==> src/rtl/rom_loader.sv <==
`default_nettype none
// ============================================================================
// Module   : rom_loader
// Brief    : Framed byte-stream boot loader feeding the instruction ROM write
//            port; releases the CPU once a checksum-verified image is loaded.
// Revision : 1.0
// ============================================================================
module rom_loader #(
    parameter int          ADDR_W    = 15,
    parameter int unsigned BASE_ADDR = 0,
    parameter logic [15:0] MAGIC     = 16'h484B,
    parameter int unsigned TIMEOUT   = 1000000
) (
    input  logic              clk,
    input  logic              rst_n,
    input  logic              start,
    input  logic [7:0]        byte_in,
    input  logic              byte_valid,
    output logic              byte_ready,
    output logic [ADDR_W-1:0] wr_addr,
    output logic [15:0]       wr_data,
    output logic              wr_en,
    output logic              cpu_reset,
    output logic              done,
    output logic              error,
    output logic [15:0]       words_loaded
);

    typedef enum logic [3:0] {
        S_SYNC0   = 4'd0,
        S_SYNC1   = 4'd1,
        S_LEN_HI  = 4'd2,
        S_LEN_LO  = 4'd3,
        S_DATA_HI = 4'd4,
        S_DATA_LO = 4'd5,
        S_CHECK   = 4'd6,
        S_DONE    = 4'd7,
        S_ERROR   = 4'd8
    } state_t;

    localparam logic [32:0] c_max_len  = 33'((33'd1 << ADDR_W) - 33'(BASE_ADDR));
    localparam logic [31:0] c_tmo_last = 32'(TIMEOUT - 32'd1);

    state_t              r_state;
    logic [15:0]         r_length;
    logic [7:0]          r_hi;
    logic [7:0]          r_csum;
    logic [15:0]         r_index;
    logic [31:0]         r_timer;
    logic                r_byte_ready;
    logic [ADDR_W-1:0]   r_wr_addr;
    logic [15:0]         r_wr_data;
    logic                r_wr_en;
    logic                r_cpu_reset;
    logic                r_done;
    logic                r_error;
    logic [15:0]         r_words;

    logic                w_accept;
    logic                w_active;
    logic                w_in_frame;
    logic                w_timeout;
    logic [15:0]         w_len;
    logic [31:0]         w_addr_sum;

    assign w_accept   = byte_valid && r_byte_ready;
    assign w_active   = (r_state != S_DONE) && (r_state != S_ERROR);
    assign w_in_frame = (r_state == S_LEN_HI) || (r_state == S_LEN_LO) ||
                        (r_state == S_DATA_HI) || (r_state == S_DATA_LO) ||
                        (r_state == S_CHECK);
    // Inter-byte watchdog: fires on the edge the idle count would reach TIMEOUT.
    assign w_timeout  = (TIMEOUT != 0) && w_in_frame && !w_accept &&
                        (r_timer == c_tmo_last);
    assign w_len      = {r_length[15:8], byte_in};
    assign w_addr_sum = BASE_ADDR + {16'd0, r_index};

    always_ff @(posedge clk or negedge rst_n) begin
        if (!rst_n) begin
            r_state      <= S_SYNC0;
            r_length     <= 16'd0;
            r_hi         <= 8'd0;
            r_csum       <= 8'd0;
            r_index      <= 16'd0;
            r_timer      <= 32'd0;
            r_byte_ready <= 1'b0;
            r_wr_addr    <= ADDR_W'(BASE_ADDR);
            r_wr_data    <= 16'd0;
            r_wr_en      <= 1'b0;
            r_cpu_reset  <= 1'b1;
            r_done       <= 1'b0;
            r_error      <= 1'b0;
            r_words      <= 16'd0;
        end else begin
            r_wr_en      <= 1'b0;
            r_byte_ready <= w_active;
            if (w_in_frame && !w_accept) begin
                r_timer <= r_timer + 32'd1;
            end else begin
                r_timer <= 32'd0;
            end

            if (w_timeout) begin
                r_state      <= S_ERROR;
                r_error      <= 1'b1;
                r_byte_ready <= 1'b0;
            end else begin
                case (r_state)
                    S_SYNC0: begin
                        if (w_accept && byte_in == MAGIC[15:8]) begin
                            r_state <= S_SYNC1;
                        end
                    end
                    S_SYNC1: begin
                        if (w_accept) begin
                            if (byte_in == MAGIC[7:0]) begin
                                r_state <= S_LEN_HI;
                            end else if (byte_in != MAGIC[15:8]) begin
                                r_state <= S_SYNC0;
                            end
                        end
                    end
                    S_LEN_HI: begin
                        if (w_accept) begin
                            r_length[15:8] <= byte_in;
                            r_state        <= S_LEN_LO;
                        end
                    end
                    S_LEN_LO: begin
                        if (w_accept) begin
                            r_length <= w_len;
                            r_csum   <= 8'd0;
                            r_index  <= 16'd0;
                            r_words  <= 16'd0;
                            if ({17'd0, w_len} > c_max_len) begin
                                r_state      <= S_ERROR;
                                r_error      <= 1'b1;
                                r_byte_ready <= 1'b0;
                            end else if (w_len == 16'd0) begin
                                r_state <= S_CHECK;
                            end else begin
                                r_state <= S_DATA_HI;
                            end
                        end
                    end
                    S_DATA_HI: begin
                        if (w_accept) begin
                            r_hi    <= byte_in;
                            r_csum  <= r_csum + byte_in;
                            r_state <= S_DATA_LO;
                        end
                    end
                    S_DATA_LO: begin
                        if (w_accept) begin
                            r_csum    <= r_csum + byte_in;
                            r_wr_en   <= 1'b1;
                            r_wr_data <= {r_hi, byte_in};
                            r_wr_addr <= w_addr_sum[ADDR_W-1:0];
                            r_index   <= r_index + 16'd1;
                            r_words   <= r_words + 16'd1;
                            if (r_index + 16'd1 == r_length) begin
                                r_state <= S_CHECK;
                            end else begin
                                r_state <= S_DATA_HI;
                            end
                        end
                    end
                    S_CHECK: begin
                        if (w_accept) begin
                            r_byte_ready <= 1'b0;
                            if (byte_in == r_csum) begin
                                r_state     <= S_DONE;
                                r_done      <= 1'b1;
                                r_cpu_reset <= 1'b0;
                            end else begin
                                r_state <= S_ERROR;
                                r_error <= 1'b1;
                            end
                        end
                    end
                    S_DONE: begin
                        if (start) begin
                            r_state      <= S_SYNC0;
                            r_done       <= 1'b0;
                            r_cpu_reset  <= 1'b1;
                            r_byte_ready <= 1'b1;
                        end
                    end
                    S_ERROR: begin
                        if (start) begin
                            r_state      <= S_SYNC0;
                            r_error      <= 1'b0;
                            r_byte_ready <= 1'b1;
                        end
                    end
                    default: begin
                        r_state <= S_SYNC0;
                    end
                endcase
            end
        end
    end

    assign byte_ready   = r_byte_ready;
    assign wr_addr      = r_wr_addr;
    assign wr_data      = r_wr_data;
    assign wr_en        = r_wr_en;
    assign cpu_reset    = r_cpu_reset;
    assign done         = r_done;
    assign error        = r_error;
    assign words_loaded = r_words;

endmodule
`default_nettype wire

==> config.mk <==
export PLATFORM = sky130hd
export DESIGN_NAME = rom_loader
export DESIGN_NICKNAME = d
export VERILOG_FILES = /design/src/rtl/rom_loader.sv
export SDC_FILE = /design/constraint.sdc
export NUM_CORES = 1
export LEC_CHECK = 0
export ABC_AREA = 1
export BUFFER_PORTS_ARGS = -buffer_cell sky130_fd_sc_hd__buf_2
export CAP_MARGIN = 0
export CORE_MARGIN = 2
export CORE_UTILIZATION = 55
export DETAILED_ROUTE_END_ITERATION = 10
export MAX_ROUTING_LAYER = met4
export PLACE_DENSITY = 0.75
export REMOVE_ABC_BUFFERS = 1
export SYNTH_ARGS = -nofsm -noshare
export SYNTH_HDL_FRONTEND = slang
export SYNTH_SLANG_ARGS = --single-unit
==> constraint.sdc <==
create_clock -name clk -period 2.1 [get_ports clk]
set_input_delay 0.105 -clock clk [delete_from_list [all_inputs] [get_ports clk]]
set_output_delay 0.105 -clock clk [all_outputs]
set_load 0.01 [all_outputs]
==> results.yml, run 1 <==
status:
  status: "finished clean"
worst_setup_path:
  cp_num_cells: 11
  cp-start-kind: "flop"
  slowest_stage: "dfrtp_1"
  crit_type: "reg -> reg"
  critical_path.max_stage_delay_ns: 0.40
  reg2regPathDepth: 11
  cp_top_family: "simple AND/OR/NAND/NOR gates"
  required_ns: 2.45
  crit_arrival_ns: 2.28
  end_kind: "flop"
  path_max_fanout: 4
  path_cells: "ha_2, nand3_2, nor2_4, nand2_1, nor2_2, nand2_1, nor2_2, nand3_2, nor3_1, o21ai_0, nor2_1"
  path_buf_inv: 0
layout:
  final_nets: 1009
  antenna_cells: 0
  final_cells: 1170
  final_util_pct: 66.9
  area_growth_pct: 19.4
  drive_gt1_share_pct: 15.7
yosys:
  yosys.area.top_type: "dfrtp_1"
  synth.area.top_cells: "dfrtp_1 48%, nand2_1 13%, o21ai_0 5.5%"
  synth_seq_cells: 136
  ys_warn_count: 0
  yosysSeqAreaShare_pct: 48.3
  syn_area_per_cell_um2: 7.89
  synth_edf_count: 0
  synthDominantCellAreaShare_pct: 48.0
  synth_cells: 893
  synth_ff_type: "dfrtp_1"
  ys_types: 46
  synthArstFlopShare_pct: 100
  netlist_area_um2: 7040
floorplan:
  die_x_um: 117
  dieArea_um2: 13700
  die_h_um: 117
  rows: 41
  num_io_pins: 64
  placeableCoreArea_um2: 12600
  initial_core_util_pct: 56.0
detailed_routing:
  detail_route.iter0.violations: 488
  wire_per_inst_um: 14.0
  wirelength_mm: 16.4
  drcViolationCount: 0
  first_pass_iters: 5
  vias_per_cell: 5.37
  ant_nets: 0
  routed-via-count: 6278
placed_design:
  numPortBuffers: 63
  dp_hpwl_mm: 11.6
  post-place-cells: 1134
  gp_congestion: 0.900
global_routing:
  grt_pass1_vias: 5659
  grt_max_degree: 59
  grt_pass1_wl_mm: 27.2
  antenna_found_initial: 0
  overflow: 0
  grt_util_all_layers_pct: 26.4
clocking:
  clk_pin_slew_worst_paths_ns: 0.06
  tritoncts: "yes"
  clk_path_buf_depth: 2
  cts-root-buf: "clkbuf_16"
  clk_latency_ns: 0.42
  htreeDepth: 4
  cts_made_buffers: 17
  cts_num_sinks: 136
timing:
  fin_crit_ns: 1.93
  fin_crit_sh_pct: 92.1
  hold_violations: 0
  setup_viol: 0
  fmax_ghz: 0.517
  fin_skew_ns: 0.00857
  maxSlewHeadroom_pct: 64.6
  slew_violations: 0
  tightest_slew_ns: 0.532
pwr:
  powerDensity_nw_per_um2: 1410
  switching_share_pct: 40.0
  power.clock.fraction_pct: 27.7
  intPower_mw: 7.12
  p_seq_share_pct: 29.5
  p_leak_nw: 4.30
  p_comb_share_pct: 42.7
  ir_drop_mv: 0.721
  power_mw: 11.9
  p_switching_mw: 4.74
min_path:
  hold_path_class: "in -> reg"
  whs_path_depth: 3
flow_run:
  max_cap_viol_count: 0
[final timing paths]
check                                     endpoint  slack [ns]                    start
max reg2reg                  r_timer[30]$_DFF_PN0_        0.17     r_timer[0]$_DFF_PN0_
max in group asynchronous    cpu_reset$_DFFE_PN1P_        1.17                    rst_n
min reg2reg                wr_addr[13]$_DFFE_PN0P_        0.48  wr_addr[13]$_DFFE_PN0P_
min                         wr_data[0]$_DFFE_PN0P_        0.09               byte_in[0]
min in group asynchronous  wr_addr[10]$_DFFE_PN0P_        0.23                    rst_n
max                          r_timer[30]$_DFF_PN0_        0.17     r_timer[0]$_DFF_PN0_
[power groups by stage]
stage | sequential [mW] | clock, mW | combinational [mW]
after global routing | 3.57 | 3.44 | 5.82
after CTS | 3.49 | 3.31 | 5.01
final | 3.50 | 3.29 | 5.07
after floorplan | 3.49 | 0 | 3.73
after global placement | 3.52 | 0 | 4.86
after detailed placement | 3.52 | 0 | 4.96
[cell usage after synthesis, types with 9 or more instances]
| cell type | instances |
|---|---|
| nand2_1 | 241 |
| dfrtp_1 | 135 |
| inv_1 | 94 |
| nor2_1 | 79 |
| o21ai_0 | 77 |
| nand3_1 | 69 |
| a21oi_1 | 36 |
| nor3_1 | 16 |
| nand4_1 | 15 |
| clkbuf_1 | 12 |
| nor4_1 | 11 |
| o22ai_1 | 11 |
| ha_1 | 10 |
| nor2_2 | 9 |
[per-layer routing]
layer | track usage [%] | part of all wire (%) | vias to the layer above
met3 | 5.87 | 4.4 | 27
li1 | - | - | 3145
met1 | 35.7 | 47 | 2948
met4 | 9.33 | 2.1 | 0
met2 | 39.5 | 47 | 158
met5 | - | 0 | -
[per-stage QoR]
| stage | instance area (um2) | hold slack, ns | setup WS, ns | setup TNS (ns) |
|---|---|---|---|---|
| finish | 8410 | 0.0884 | 0.166 | 0 |
| global route | 8410 | 0.119 | -0.0277 | -0.0355 |
| CTS | 8360 | 0.0867 | 0.0300 | 0 |
| detailed placement | 7690 | 0.115 | 0.0884 | 0 |
| global placement | 7690 | 0.112 | 0.161 | 0 |
| floorplan | 6980 | -0.191 | 0.129 | 0 |
[kinds of logic (layout without fill, tap and decap cells)]
group	after synthesis	in the layout	share of synthesized area [%]
adders and majority gates	11	11	2.06
xor gates and xnor gates	10	10	1.24
and+or+nand+nor	469	469	30.2
AOI/OAI and AO/OA	152	152	11.9
buffers and inverters	115	220	6.24
DFF	136	136	48.3
[registers in the layout (all words and copies together) (netlist names)]
signal and count:
byte_ready 1, cpu_reset 1, done 1, error 1, r_csum 8, r_hi 8
r_index 16, r_length 16, r_state 4, r_timer 32, words_loaded 16, wr_addr 15
wr_data 16, wr_en 1
[cells in the final DEF, fill, tap and decap left out, types with 15 or more instances in the layout]
cell | synthesis | layout
buf_2 | 3 | 62
nor2_1 | 79 | 76
a21oi_1 | 36 | 36
nand4_1 | 15 | 15
dfrtp_1 | 135 | 135
nor3_1 | 16 | 16
buf_4 | 1 | 24
nand2_1 | 241 | 241
nand3_1 | 69 | 68
o21ai_0 | 77 | 77
clkbuf_16 | 0 | 17
inv_1 | 94 | 94
[worst register-to-register path, cell delays in order (launching register included)]
cell     delay (ns)
dfrtp_1        0.40
ha_2           0.23
nand3_2        0.13
nor2_4         0.16
nand2_1        0.10
nor2_2         0.11
nand2_1        0.11
nor2_2         0.13
nand3_2        0.14
nor3_1         0.15
o21ai_0        0.09
nor2_1         0.11
[cell type report]
| type | instances | area (um2) |
|---|---|---|
| multi-input cells | 642 | 3230 |
| repair buffers | 90 | 542 |
| clock buffers | 23 | 478 |
| well taps | 172 | 215 |
| inverters | 99 | 372 |
| flip-flops and latches | 136 | 3400 |
| clock inverters | 8 | 168 |
| fillers | 1030 | 4160 |
[what timing repair did]
item,CTS,global route
endpoints found under the setup margin,0,8
hold endpoints to repair,57,0
resized for setup,0,9
hold buffers,2,0
buffers inserted,0,3
No activity file was read; power rests on OpenSTA's default activity.
==> run 2, diff against run 1 <==
- CORE_UTILIZATION: 55 -> 60
- PLACE_DENSITY: 0.75 -> 0.8
==> run 2 against run 1 <==
Effect of this change:
- flip-flop and latch count unchanged
- sequential power about the same
- global-route usage increased by 2.6 points
- count of clock-buffer cells in the layout decreased by 2
- sequential share of layout area increased by 0.21 points
- power increased by 0.12%
- fmax decreased by 2.5%
- final area decreased by 0.48%
- first-iteration DRC count increased by 14%
- via count increased by 0.29%
- core utilization increased by 6.4 points
- critical path type unchanged
- largest cell class unchanged
- highest routed layer unchanged
==> results.yml, run 2 (synthesized netlist as in run 1, its figures left out) <==
pwr:
  power_mw: 11.9
  powerDensity_nw_per_um2: 1420
  ir_drop_mv: 1.06
  p_leak_nw: 4.29
detailed_routing:
  first_pass_iters: 5
  drcViolationCount: 0
  routed-via-count: 6296
  wire_per_inst_um: 14.8
  ant_nets: 0
  wirelength_mm: 16.8
  detail_route.iter0.violations: 556
  vias_per_cell: 5.52
floorplan:
  die_h_um: 112
  dieArea_um2: 12600
  rows: 39
  placeableCoreArea_um2: 11400
  die_x_um: 112
  num_io_pins: 64
  initial_core_util_pct: 61.7
timing:
  setup_viol: 0
  fin_crit_ns: 1.98
  worst_slack_ns: 0.116
  fin_skew_ns: 0.0104
  holdWs_ns: 0.0873
  tightest_slew_ns: 0.715
  fmax_ghz: 0.504
  hold_violations: 0
  slew_violations: 0
  fin_crit_sh_pct: 94.5
  maxSlewHeadroom_pct: 52.3
global_routing:
  overflow: 0
  grt_pass1_wl_mm: 28.5
  grt_max_degree: 137
  grt_util_all_layers_pct: 29.0
  antenna_found_initial: 0
  grt_pass1_vias: 6056
layout:
  most-common-layout-cells: "241 x nand2_1, 134 x dfrtp_1, 94 x inv_1"
  final_nets: 1007
  drive_gt1_share_pct: 16.2
  largest_register_ff_count: 32
  top_register: "r_timer"
  final_util_pct: 73.3
  area_growth_pct: 18.8
  mostFrequentLayoutCell: "nand2_1"
  antenna_cells: 0
  postLayoutCellArea_um2: 8370
clocking:
  cts-root-buf: "clkbuf_16"
  cts_made_buffers: 17
  clk_latency_ns: 0.42
  cts_num_sinks: 136
  tritoncts: "yes"
  clk_pin_slew_worst_paths_ns: 0.06
  htreeDepth: 4
  clk_path_buf_depth: 2
flow_run:
  max_cap_viol_count: 0
placed_design:
  pre_cts_slack_ns: 0.0668
  dp_hpwl_mm: 11.6
  gp_congestion: 0.981
  numPortBuffers: 63
  placed_area_um2: 7630
worst_setup_path:
  crit_arrival_ns: 2.29
  crit_type: "reg -> reg"
  required_ns: 2.40
  cp-start-kind: "flop"
  path_max_fanout: 4
  end_kind: "flop"
status:
  status: "finished clean"
min_path:
  hold_path_class: "in -> reg"
## run 2: final cells by class
type | count | area, um2
multi-input combinational | 642 | 3250
inverter | 99 | 372
sequential | 136 | 3410
tap | 143 | 179
timing repair buffer | 88 | 527
clock inverter | 11 | 170
clock buffer | 21 | 470
fill | 896 | 3050
## run 2: metrics by stage
stage / setup TNS (ns) / instances
2_1_floorplan: 0 / 877
3_3_place_gp: 0 / 1102
3_5_place_dp: 0 / 1102
4_1_cts: 0 / 1136
5_1_grt: -0.119 / 1140
6_report: 0 / 1140
## run 2: timing repair
| item | 4_1_cts | 5_1_grt |
|---|---|---|
| hold buffers | 2 | 0 |
| setup buffers | 0 | 4 |
| resized for setup | 0 | 14 |
| endpoints found under the hold margin | 136 | 0 |
| setup endpoints to repair | 0 | 11 |
## run 2: power breakdown
group | internal [mW] | switching [mW]
clock | 2.08 | 1.13
sequential | 3.09 | 0.418
combinational | 1.83 | 3.32
total | 6.99 | 4.88
## run 2: path summary, 6_finish.rpt
kind                                          from                 endpoint  slack (ns)  cells after the start
setup / recovery              r_timer[0]$_DFF_PN0_    r_timer[30]$_DFF_PN0_        0.12                     10
hold / removal                          byte_in[0]  r_length[0]$_DFFE_PN0P_        0.09                      3
setup reg to reg              r_timer[0]$_DFF_PN0_    r_timer[30]$_DFF_PN0_        0.12                     10
hold reg to reg            wr_addr[12]$_DFFE_PN0P_  wr_addr[12]$_DFFE_PN0P_        0.47                      2
max in group asynchronous                    rst_n   r_index[0]$_DFFE_PN0P_        1.18                      3
min in group asynchronous                    rst_n    r_timer[18]$_DFF_PN0_        0.34                      3
## run 2: critical path: stages, from the launching register on
cell     delay (ns)
dfrtp_1        0.40
ha_2           0.22
nand3_2        0.13
nor2_4         0.15
nand2_1        0.11
nor2_2         0.12
nand2_1        0.11
nor2_2         0.13
nand3_2        0.15
nor4b_2        0.29
nor2_1         0.07
## run 2: layer usage
metal  vias up  routed length [um]  GRT usage [%]
met5         -                   0              -
met4         0                 320           9.92
met3        28                 743           5.89
met2       155                7970           44.9
met1      2968                7810           38.6
li1       3145                   -              -
==> run 3, diff against run 2 <==
- GPL_TIMING_DRIVEN: unset -> 0
==> run 3 against run 2 <==
Effect of this change:
- count of clock-buffer cells in the layout rose by 1
- global-route usage hardly changed
- largest cell class unchanged
- critical path depth decreased by 1
- wire length rose by 3.1%
- critical endpoint is now r_timer[29]$_DFF_PN0_
==> results.yml, run 3 (synthesized netlist as in run 1, its figures left out) <==
status:
  status: "finished clean"
detailed_routing:
  routed-via-count: 6317
  first_pass_iters: 5
  drcViolationCount: 0
  detail_route.iter0.violations: 447
  wire_per_inst_um: 15.2
  vias_per_cell: 5.53
  ant_nets: 0
  wirelength_mm: 17.4
placed_design:
  dp_hpwl_mm: 11.1
  numPortBuffers: 63
  gp_congestion: 0.950
  placed_area_um2: 7500
  post-place-cells: 1084
  pre_cts_slack_ns: -0.562
global_routing:
  grt_max_degree: 87
  use_met3_pct: 6.37
  overflow: 0
  global_route.usage.met1_pct: 38.7
  grt_util_all_layers_pct: 29.0
  antenna_found_initial: 0
  grt_pass1_vias: 5855
  grt_pass1_wl_mm: 28.4
  grt.busiest_layer: "met2"
  met2_usage_pct: 44.9
pwr:
  p_leak_nw: 4.30
  power_mw: 11.7
  powerDensity_nw_per_um2: 1380
  ir_drop_mv: 1.07
floorplan:
  dieArea_um2: 12600
  die_h_um: 112
  initial_core_util_pct: 61.7
  die_x_um: 112
  rows: 39
  num_io_pins: 64
  placeableCoreArea_um2: 11400
timing:
  setup_viol: 0
  worst_slack_ns: 0.154
  tightest_slew_ns: 0.529
  fmax_ghz: 0.514
  maxSlewHeadroom_pct: 64.6
  rsz0062_at_grt: "true"
  fin_crit_ns: 1.95
  fin_crit_sh_pct: 92.7
  slew_violations: 0
  hold_violations: 0
  fin_skew_ns: 0.00501
layout:
  n_fill_cell: 858
  mostFrequentLayoutCell: "nand2_1"
  most-common-layout-cells: "238 x nand2_1, 130 x dfrtp_1, 92 x inv_1"
  final_nets: 1010
  final_util_pct: 74.2
  top_register: "r_timer"
  largest_register_ff_count: 32
  seq_area_um2: 3410
  postLayoutCellArea_um2: 8470
  final_cells: 1142
  antenna_cells: 0
  area_growth_pct: 20.2
  multi_input_area_um2: 3370
  drive_gt1_share_pct: 17.8
worst_setup_path:
  crit_arrival_ns: 2.26
  cp-start-kind: "flop"
  path_max_fanout: 4
  end_kind: "flop"
  required_ns: 2.41
  crit_type: "reg -> reg"
  critical_path.max_stage_delay_ns: 0.42
  slowest_stage: "dfrtp_1"
  r2r_slack_ns: 0.15
  path_cells: "nand3_2, nor2_2, nand2_2, nor4_4, nand3_2, nor2_2, nand2_1, o21ai_1, nor2_1"
clocking:
  clk_latency_ns: 0.42
  cts-root-buf: "clkbuf_16"
  cts_made_buffers: 17
  tritoncts: "yes"
  cts_num_sinks: 136
  clk_path_buf_depth: 2
  clk_pin_slew_worst_paths_ns: 0.06
  htreeDepth: 4
min_path:
  hold_path_class: "in -> reg"
flow_run:
  max_cap_viol_count: 0
## run 3: changes by cell type in the layout (fill, tap and decap cells not counted), moves of 3 or more
cell      before  now
nand2_4        3    6
nand2_1      241  238
nand3_2        6    9
dfrtp_1      134  130
nand2_8        0    3
dfrtp_2        1    5
nand3_1       68   65
clkinv_2       2    5
## run 3: layout make-up
| cell class | instances | share of cell area (%) |
|---|---|---|
| timing repair buffer | 86 | 6.13 |
| sequential | 136 | 40.3 |
| inverter | 99 | 4.54 |
| clock inverter | 9 | 1.45 |
| timing repair inverter | 1 | 0.0887 |
| tap | 143 | 2.11 |
| clock buffer | 22 | 5.60 |
| multi-input combinational | 646 | 39.8 |
## run 3: path summary, 6_finish.rpt
check                                           to  cells after the start              startpoint
setup / recovery             r_timer[29]$_DFF_PN0_                      9    r_timer[2]$_DFF_PN0_
hold / removal             r_length[0]$_DFFE_PN0P_                      3              byte_in[0]
setup reg to reg             r_timer[29]$_DFF_PN0_                      9    r_timer[2]$_DFF_PN0_
hold reg to reg             wr_addr[2]$_DFFE_PN0P_                      2  wr_addr[2]$_DFFE_PN0P_
max in group asynchronous   r_index[0]$_DFFE_PN0P_                      3                   rst_n
min in group asynchronous    r_timer[14]$_DFF_PN0_                      2                   rst_n
## run 3: through the flow
stage | setup TNS (ns) | hold WS, ns
floorplan | 0 | -0.191
global placement | -142.89 | 0.366
detailed placement | -16.76 | 0.0894
CTS | -0.0398 | 0.0688
global route | -0.0307 | 0.0850
finish | 0 | 0.0758
## run 3: worst max-delay path, delay by kind of cell (launching register included)
kind | cells | cell delay, ns
flops | 1 | 0.42
compound gates | 1 | 0.15
simple gates | 8 | 1.25
## run 3: repair_timing
item,CTS,global route
hold buffers,2,0
resized for setup,11,28
gates cloned,3,2
endpoints found under the hold margin,51,0
setup endpoints to repair,66,61
pin swaps,3,8
setup buffers,4,16
## run 3: report_power, final
| part | total [mW] | internal, mW | switching (mW) | leakage (nW) |
|---|---|---|---|---|
| logic | 5.14 | 1.85 | 3.29 | 2.24 |
| clock network | 3.02 | 1.94 | 1.07 | 0.296 |
| registers | 3.51 | 3.09 | 0.420 | 1.77 |
## run 3: metal layers
layer	share of wire [%]	up-vias	routed length (um)
li1	-	3142	-
met1	45	2937	7850
met2	47	207	8220
met3	5.3	31	924
met4	2.2	0	376
met5	0	-	0
